## src/rtl/rider_steer_ctrl.sv

```systemverilog
// Rider-presence / steer-enable FSM. Outputs change two edges after an ld_vld strobe; there is no backpressure, every strobe is taken.
// Optional rider-off debounce is enabled with RIDER_OFF_DEBOUNCE_EN.
module rider_steer_ctrl #(
    parameter int            LD_W         = 12,
    parameter logic [LD_W:0] MIN_RIDER_WT = 'h200,
    parameter logic [LD_W:0] WT_HYST      = 'h40,
    parameter int            LO_SHIFT     = 2,
    parameter int            HI_SHIFT     = 4,
    parameter logic [25:0]   TMR_CYCLES   = 26'd67_108_000,
    parameter int            FAST_SIM     = 1,
    parameter int            OFF_CNT      = 4
) (
    input  logic            clk,
    input  logic            rst_n,
    input  logic [LD_W-1:0] lft_ld,
    input  logic [LD_W-1:0] rght_ld,
    input  logic            ld_vld,
    output logic            en_steer,
    output logic            rider_off,
    output logic [1:0]      state
);
    localparam logic [25:0]      TMR_TERM   = (FAST_SIM == 1) ? 26'd32767 : TMR_CYCLES;
    localparam int               TMR_W      = $clog2({1'b0, TMR_TERM} + 27'd1);
    localparam logic [TMR_W-1:0] TMR_TERM_W = TMR_TERM[TMR_W-1:0];
    localparam logic [LD_W:0]    SUM_ON_TH  = MIN_RIDER_WT + WT_HYST;
    localparam logic [LD_W:0]    SUM_OFF_TH = MIN_RIDER_WT - WT_HYST;

    generate
        if (OFF_CNT < 1) begin : g_bad_off_cnt
            $error("OFF_CNT must be at least 1");
        end
    endgenerate

    typedef enum logic [1:0] {
        ST_IDLE  = 2'd0,
        ST_WAIT  = 2'd1,
        ST_STEER = 2'd2
    } state_t;

    logic [LD_W-1:0]  r_lft_s, r_rght_s;
    logic [TMR_W-1:0] r_tmr, w_tmr_nxt;
    state_t           r_state, w_state_nxt;
    logic             r_en_steer, r_rider_off;
    logic [LD_W:0]    w_sum, w_abs_diff;
    logic             w_sum_gt_min, w_sum_lt_min, w_diff_gt_lo, w_diff_gt_hi;
    logic             w_tmr_full, w_off_go;

    assign w_sum        = {1'b0, r_lft_s} + {1'b0, r_rght_s};
    assign w_abs_diff   = (r_lft_s >= r_rght_s) ? {1'b0, r_lft_s - r_rght_s}
                                                : {1'b0, r_rght_s - r_lft_s};
    assign w_sum_gt_min = (w_sum > SUM_ON_TH);
    assign w_sum_lt_min = (w_sum < SUM_OFF_TH);
    assign w_diff_gt_lo = (w_abs_diff > (w_sum >> LO_SHIFT));
    assign w_diff_gt_hi = (w_abs_diff > (w_sum - (w_sum >> HI_SHIFT)));
    assign w_tmr_full   = (r_tmr == TMR_TERM_W);

`ifdef RIDER_OFF_DEBOUNCE_EN
    localparam int               CNT_W   = $clog2(OFF_CNT + 1);
    localparam logic [CNT_W-1:0] CNT_MAX = CNT_W'(OFF_CNT);

    logic             r_vld_d;
    logic [CNT_W-1:0] r_off_cnt, w_off_cnt_nxt;

    // r_vld_d marks the cycle in which the registered pair is a fresh sample.
    always_comb begin
        w_off_cnt_nxt = r_off_cnt;
        if (r_vld_d) begin
            if (!w_sum_lt_min)
                w_off_cnt_nxt = '0;
            else if (r_off_cnt != CNT_MAX)
                w_off_cnt_nxt = r_off_cnt + CNT_W'(1);
        end
    end

    assign w_off_go = (w_off_cnt_nxt == CNT_MAX);

    always_ff @(posedge clk or negedge rst_n) begin
        if (!rst_n) begin
            r_vld_d   <= 1'b0;
            r_off_cnt <= '0;
        end else begin
            r_vld_d   <= ld_vld;
            r_off_cnt <= (w_state_nxt == ST_IDLE) ? '0 : w_off_cnt_nxt;
        end
    end
`else
    assign w_off_go = w_sum_lt_min;
`endif

    always_comb begin
        w_state_nxt = ST_IDLE;
        case (r_state)
            ST_IDLE:  w_state_nxt = w_sum_gt_min ? ST_WAIT : ST_IDLE;
            ST_WAIT: begin
                if (w_off_go)          w_state_nxt = ST_IDLE;
                else if (w_diff_gt_lo) w_state_nxt = ST_WAIT;
                else if (w_tmr_full)   w_state_nxt = ST_STEER;
                else                   w_state_nxt = ST_WAIT;
            end
            ST_STEER: begin
                if (w_off_go)          w_state_nxt = ST_IDLE;
                else if (w_diff_gt_hi) w_state_nxt = ST_WAIT;
                else                   w_state_nxt = ST_STEER;
            end
            default:  w_state_nxt = ST_IDLE;
        endcase
    end

    // Timer only runs while staying in WAIT with a balanced load; entry and leaving both zero it.
    always_comb begin
        w_tmr_nxt = r_tmr;
        if ((r_state != ST_WAIT) || (w_state_nxt != ST_WAIT) || w_diff_gt_lo)
            w_tmr_nxt = '0;
        else if (!w_tmr_full)
            w_tmr_nxt = r_tmr + TMR_W'(1);
    end

    always_ff @(posedge clk or negedge rst_n) begin
        if (!rst_n) begin
            r_lft_s     <= '0;
            r_rght_s    <= '0;
            r_state     <= ST_IDLE;
            r_tmr       <= '0;
            r_en_steer  <= 1'b0;
            r_rider_off <= 1'b1;
        end else begin
            if (ld_vld) begin
                r_lft_s  <= lft_ld;
                r_rght_s <= rght_ld;
            end
            r_state     <= w_state_nxt;
            r_tmr       <= w_tmr_nxt;
            r_en_steer  <= (w_state_nxt == ST_STEER);
            r_rider_off <= (w_state_nxt == ST_IDLE);
        end
    end

    assign en_steer  = r_en_steer;
    assign rider_off = r_rider_off;
    assign state     = r_state;

endmodule

```

## config.mk

```make
export PLATFORM = sky130hd
export DESIGN_NAME = rider_steer_ctrl
export DESIGN_NICKNAME = d
export VERILOG_FILES = /design/src/rtl/rider_steer_ctrl.sv
export SDC_FILE = /design/constraint.sdc
export NUM_CORES = 1
export LEC_CHECK = 0
export BUFFER_PORTS_ARGS = -buffer_cell sky130_fd_sc_hd__buf_2
export CAP_MARGIN = 0
export CORE_MARGIN = 3
export CORE_UTILIZATION = 55
export CTS_BUF_LIST = sky130_fd_sc_hd__clkbuf_2 sky130_fd_sc_hd__clkbuf_4 sky130_fd_sc_hd__clkbuf_8
export DETAILED_ROUTE_END_ITERATION = 16
export GPL_ROUTABILITY_DRIVEN = 0
export PLACE_DENSITY = 0.73
export SLEW_MARGIN = 30
export SYNTH_ARGS = -nofsm -noshare
export SYNTH_HDL_FRONTEND = slang
export SYNTH_SLANG_ARGS = --single-unit
```

## constraint.sdc

```tcl
create_clock -name clk -period 16.03 [get_ports clk]
set_input_delay 1.603 -clock clk [delete_from_list [all_inputs] [get_ports clk]]
set_output_delay 1.603 -clock clk [all_outputs]
set_load 0.005 [all_outputs]
```

==> Word level (Yosys, flattened, before mapping) <==
Index checks and enable logic that the tools add are counted.
{ "word_totals": {"inputBits": 27, "output_inout_bits": 4, "word_cells": 37, "reg_bits": 43} }
{ "op_classes": {"magnitude_cmp": 5, "n_mux": 10, "eq_ne": 7, "reduce_logical": 4, "addsub": 5} }
{ "op_table": {"columns": ["op", "count"], "rows": [
  ["two-way mux 15 bit", 2],
  ["subtractor 12 bit", 2],
  ["adder 15 x 1 -> 15 bit, second input constant", 1],
  ["== test 15 bit, second input constant", 1],
  ["adder 12 x 12 -> 13 bit", 1],
  ["greater-than comparator 12 x 13 -> 1 bit", 1],
  ["greater-than comparator 13 x 10 -> 1 bit, second input constant", 1],
  ["< comparator 13 x 9 -> 1 bit, second input constant", 1],
  ["subtractor 13 x 9 -> 13 bit", 1],
  [">= comparator 12 bit", 1],
  ["greater-than comparator 12 x 11 -> 1 bit", 1],
  ["two-way mux 12 bit", 1],
  ["two-way mux 2 bit", 5],
  ["inequality test 2 x 1 -> 1 bit, second input constant", 3],
  ["one-hot mux 2 bit (3 select lines)", 1],
  ["== test 2 bit, second input constant", 2],
  ["logical NOT 2 bit", 2],
  ["== test 2 x 1 -> 1 bit, second input constant", 1],
  ["logical OR 1 bit", 2],
  ["two-way mux 1 bit", 1]
]} }

==> Depth between registers and ports, before layout <==
{ "depth": {"word_depth": 10, "ltp_mapped": 27, "ltp_nobuf": 27} }

==> Worst setup path before layout <==
Ideal clock, no wire load.
{ "synth_timing": {"kind": "register -> register", "from": "register r_lft_s[1]", "to": "register r_state[0], in the netlist state[0]", "t_arrival_ps": 5408, "slack_ps": 10556, "synth_period_minus_slack_ps": 5474, "setup_ps": 66, "stages_incl_launch_ff": 25, "required_ps": 15964, "n_path_buf": 0, "path_cell_list": "dfrtp_1 > inv_1 > ha_1 > nand2b_1 > a2111oi_2 > or3_1 > xor2_1 > inv_1 > fa_1 > nand2b_1 > a211oi_1 > a211o_1 > o211ai_1 > a211oi_2 > nor2_1 > xor2_1 > ha_1 > a21o_1 > a21oi_1 > a21oi_1 > o21a_1 > or4b_2 > nor3_1 > o31a_1 > a41o_1"} }
{ "synth_between": {"elab_chain_len": 6, "word_cells_on_any_way": 16, "classes_between": "add/sub: 4; order compare: 5; mux: 7"} }
{ "synth_lines": {"columns": ["element", "line", "source"], "rows": [
  ["start, declared", "40", "logic [LD_W-1:0] r_lft_s, r_rght_s;"],
  ["start signal, assigned", "128", "r_lft_s <= lft_ld;"],
  ["adder 12 x 12 -> 13 bit, or another cell as far along", "48", "assign w_sum = {1'b0, r_lft_s} + {1'b0, r_rght_s};"],
  ["subtractor 13 x 9 -> 13 bit or two-way mux 12 bit (tied branches)", "54, 49", null],
  ["greater-than comparator 12 x 13 -> 1 bit or greater-than comparator 12 x 11 -> 1 bit (tied branches)", "54, 53", null],
  ["two-way mux 2 bit (on tied branches)", "102, 96", null],
  ["two-way mux 2 bit (on tied branches)", "101, 95", null],
  ["one-hot mux 2 bit (3 select lines) (*)", "92", "case (r_state)"],
  ["via w_state_nxt[0]", "42", "state_t r_state, w_state_nxt;"],
  ["end signal, assigned", "131", "r_state <= w_state_nxt;"],
  ["end, declared", "42", null]
]} }
Mark *: on every way through the listed nets, which the timed path passes. The rest lies on a longest branch.
A chain may end at the register's enable or synchronous reset.

==> Final worst setup path <==
{ "layout_timing": {"from": "register r_lft_s[2]", "to": "register r_state[0], in the netlist state[0]"} }
Same word-level chain as after synthesis.

==> run summary <==
In this run the standard cell core region covers 0.00846 sq mm. The global routing met3 resource utilization is 3.25%. The number of DRC markers in iteration 0 came out at 419. The routed length per placed instance came out at 16.4 microns. The post-synthesis area per instance is 8.13 sq um. The area enclosed by the die boundary came out at 0.0101 sq mm. By area the synthesized netlist is led by sky130_fd_sc_hd__dfrtp_1 21%, sky130_fd_sc_hd__ha_1 16%, sky130_fd_sc_hd__nand2_1 4.6%.

The worst hold path belongs to the class reg2reg. In the routed design, unresolved DRC markers number 0. The total number of placement rows is 33. The required time of the worst setup path is 16.28 ns. For this design the top-level I/O count stands at 31. The number of port buffers is 30. The portion of the post-synthesis area used by sequential elements is 21.8%. Buffers inserted during clock tree synthesis total 5. The number of failing setup endpoints in the final timing report came out at 0.

The clock arrives with 0.0170 ns of skew. The initial antenna violation count was 0. The count of yosys warnings during synthesis came out at 0. The run finished with clean final reports. The accumulated negative setup slack is 0 ns.

The highest net fanout along the worst path is 11. The tool flagged a number of max-cap violations equal to 0. The maximum clock path buffer count came out at 2. TritonCTS built the clock tree. The leakage power is 0.00249 uW. The count of nets left with antenna violations once routing finished came out at 0. In the final layout, the share of cells above drive strength 1 is 9.13%. The count of endpoints failing hold in the final timing report is 0. The number of global-route vias before repair was 4287.

The number of instances in the synthesized netlist came out at 607. The die is 101 microns tall. The number of hold buffers added after CTS was 0. The worst path in the final design needs a cycle of 6.31 ns, including I/O delays and setup.

The depth of the CTS H-tree is 2. The worst path uses 39.4% of the clock period. The count of instances resized after the clock tree is built came out at 0. The global routing met1 resource utilization is 36.0%.

The synthesized netlist contains 73 unique library cells. The areal power density over the cells came out at 139 mW/mm^2. Synthesis produced a netlist with a net count of 703. Global routing used 24.8% of the available tracks.

The synthesized design spends more area on one cell type than any other, namely sky130_fd_sc_hd__dfrtp_1. At the placement stage, the worst setup path has a slack of 9.87 ns. The total count of max-transition violations in the final report came to 0.

Based on the critical path, the design can be clocked at up to 158 MHz. The worst setup slack after layout came out at 9.72 ns. The fraction of synthesis flops using an asynchronous set or reset pin is 100%. The total vias in the final route is 4460.

The number of diodes is 0. The net count of the finished layout is 719. The maximum vdd ir drop came out at 0.0000528 V.

The total iterations of the first detailed-routing run came out at 5. At the end of the flow the core is filled with cells to 61.9%. The worst endpoint data arrival time came out at 6.56 ns. Compared with the post-synthesis result, the final layout area differs by 6.14%.

The most used routing layer is met2. The post-CTS setup-driven buffer insertion count came out at 0. The x dimension of the die is 101 microns.

STA classifies the critical path endpoint as a flip-flop. The netlist area before placement came out at 0.00493 sq mm. The remaining max-slew budget at the tightest pin came out at 44.9%. The initial utilization of the core area, before any placement, comes to 58.3%.

The half-perimeter wire length of the detailed placement result came out at 9380 microns. After synthesis, the largest area contributor takes up 21.3% of total cell area. The met2 global-route usage is 38.9%.

The worst setup path is launched from a flip-flop. The CTS sink count came out at 43. The transition time at the pin with the least slew margin came out at 0.813 ns. Setup repair after global routing left no endpoint under its margin.

The pin count of the biggest net entering global routing is 48. The clock latency reported for the late side of the worst-skew pair is 0.32 ns. Counting flops with a built-in enable in the synthesized netlist gives 0. For this run the aggregate overflow at the end of global routing stands at 0.

The final routed wirelength across all metal layers is 11900 microns. Dividing the detail-routed via count by the number of cells gives 6.12. The type of the worst setup path is reg2reg.

After synthesis the netlist holds a flip-flop and latch count of 43. The post-CTS clock slew at the launch and capture registers of the worst setup and hold paths is 0.10 ns. The root buffer cell is sky130_fd_sc_hd__clkbuf_8. With fillers left out, the area of the finished cells amounts to 0.00524 sq mm.

After detailed placement, the total cell area comes to 0.00512 sq mm. Among all flip-flop cells after synthesis, the most frequent one is sky130_fd_sc_hd__dfrtp_1. The global-route wire length before repair came out at 20300 microns.
report_power, final:
group / switching (uW) / internal, uW / total, uW
Clock: 45.4 / 46.5 / 91.9
Sequential: 9.03 / 119 / 128
Combinational: 295 / 213 / 508
Total: 349 / 378 / 727
flip-flops by register name, summed over array words and instances (netlist names):
name / count
rider_off: 1
r_rght_s: 12
r_lft_s: 12
r_tmr: 15
en_steer: 1
state: 2
through the flow:
| stage | power, uW | hold slack [ns] | std cells |
|---|---|---|---|
| 2_1_floorplan | 521 | 0.464 | 607 |
| 3_5_place_dp | 628 | 0.507 | 721 |
| 6_report | 727 | 0.518 | 729 |
| 5_1_grt | 801 | 0.546 | 729 |
| 3_3_place_gp | 612 | 0.500 | 721 |
| 4_1_cts | 723 | 0.524 | 729 |
cell usage after synthesis, types with 4 or more instances:
library cell / instances
sky130_fd_sc_hd__ha_1: 65
sky130_fd_sc_hd__nand2_1: 61
sky130_fd_sc_hd__inv_1: 52
sky130_fd_sc_hd__dfrtp_1: 42
sky130_fd_sc_hd__a21oi_1: 39
sky130_fd_sc_hd__o21ai_0: 38
sky130_fd_sc_hd__nor2_1: 37
sky130_fd_sc_hd__xnor2_1: 26
sky130_fd_sc_hd__nand3_1: 22
sky130_fd_sc_hd__xor2_1: 18
sky130_fd_sc_hd__clkbuf_1: 13
sky130_fd_sc_hd__a211oi_1: 11
sky130_fd_sc_hd__a21o_1: 11
sky130_fd_sc_hd__and3_1: 11
sky130_fd_sc_hd__nor3_1: 11
sky130_fd_sc_hd__nor2b_1: 9
sky130_fd_sc_hd__o211ai_1: 8
sky130_fd_sc_hd__o21a_1: 8
sky130_fd_sc_hd__mux2i_1: 7
sky130_fd_sc_hd__a31oi_1: 6
sky130_fd_sc_hd__buf_2: 6
sky130_fd_sc_hd__nand2b_1: 6
sky130_fd_sc_hd__nor4_1: 6
sky130_fd_sc_hd__or3_1: 6
sky130_fd_sc_hd__nand4_1: 5
sky130_fd_sc_hd__and2_1: 4
sky130_fd_sc_hd__and4_1: 4
sky130_fd_sc_hd__fa_1: 4
sky130_fd_sc_hd__o31ai_1: 4
sky130_fd_sc_hd__or2_2: 4
sky130_fd_sc_hd__or4_1: 4
path summary, 6_finish.rpt:
path	start	endpoint	slack, ns	depth (start not counted)
setup / recovery	r_lft_s[2]	state[0]	9.72	24
hold / removal	r_tmr[0]	r_tmr[0]	0.52	1
setup reg to reg	r_lft_s[2]	state[0]	9.72	24
hold reg to reg	r_tmr[0]	r_tmr[0]	0.52	1
max in group asynchronous	rst_n	rider_off	14.38	1
min in group asynchronous	rst_n	r_lft_s[3]	1.25	1
critical path: stages, from the launching register on:
cell and delay, ns:
sky130_fd_sc_hd__dfrtp_1 0.39, sky130_fd_sc_hd__inv_1 0.06, sky130_fd_sc_hd__ha_1 0.45, sky130_fd_sc_hd__nor2b_1 0.22
sky130_fd_sc_hd__a2111oi_2 0.54, sky130_fd_sc_hd__or3_1 0.20, sky130_fd_sc_hd__xor2_1 0.31, sky130_fd_sc_hd__inv_1 0.16
sky130_fd_sc_hd__fa_1 0.47, sky130_fd_sc_hd__nand2b_1 0.18, sky130_fd_sc_hd__a211oi_1 0.31, sky130_fd_sc_hd__a211o_1 0.17
sky130_fd_sc_hd__o211ai_1 0.13, sky130_fd_sc_hd__a211oi_2 0.42, sky130_fd_sc_hd__nor2_1 0.11, sky130_fd_sc_hd__xor2_1 0.16
sky130_fd_sc_hd__ha_1 0.33, sky130_fd_sc_hd__a21o_1 0.11, sky130_fd_sc_hd__a21oi_1 0.08, sky130_fd_sc_hd__a21oi_1 0.15
sky130_fd_sc_hd__o21a_1 0.22, sky130_fd_sc_hd__or4b_2 0.61, sky130_fd_sc_hd__nor3_1 0.20, sky130_fd_sc_hd__o31a_1 0.17
sky130_fd_sc_hd__a41o_1 0.09
cells by family after synthesis:
kind of cell / after synthesis / synth area share (%)
AO/OA/AOI/OAI: 162 / 22.2
XOR/XNOR: 47 / 9.05
multiplexers: 9 / 1.88
buffers and inverters: 74 / 5.93
adder cells (fa/ha/maj): 70 / 18.3
flip-flops: 43 / 21.8
AND/OR/NAND/NOR: 202 / 20.7
cells in the final DEF (no fill, tap or decap), drive strengths merged, types with 9 or more instances in the layout:
cell type / instances
a211oi: 13
a21o: 11
a21oi: 39
and3: 11
buf: 30
dfrtp: 42
ha: 65
inv: 52
nand2: 61
nand3: 22
nor2: 38
nor2b: 9
nor3: 11
o21ai: 39
xnor2: 27
xor2: 18
cell type report:
cell class | count | area [sq um]
clock buffer | 5 | 68.8
clock inverter | 3 | 43.8
fill | 750 | 3230
inverter | 53 | 199
multi-input combinational | 490 | 3560
sequential | 43 | 1080
tap | 105 | 131
timing repair buffer | 30 | 153
layer usage:
layer	part of all wire, %	vias up	routed length (microns)
met5	0	-	0
met4	1.8	0	216
met3	4.5	21	535
met2	46	131	5490
met1	48	2109	5680
li1	-	2199	-
Power figures use the tool's default switching activity.
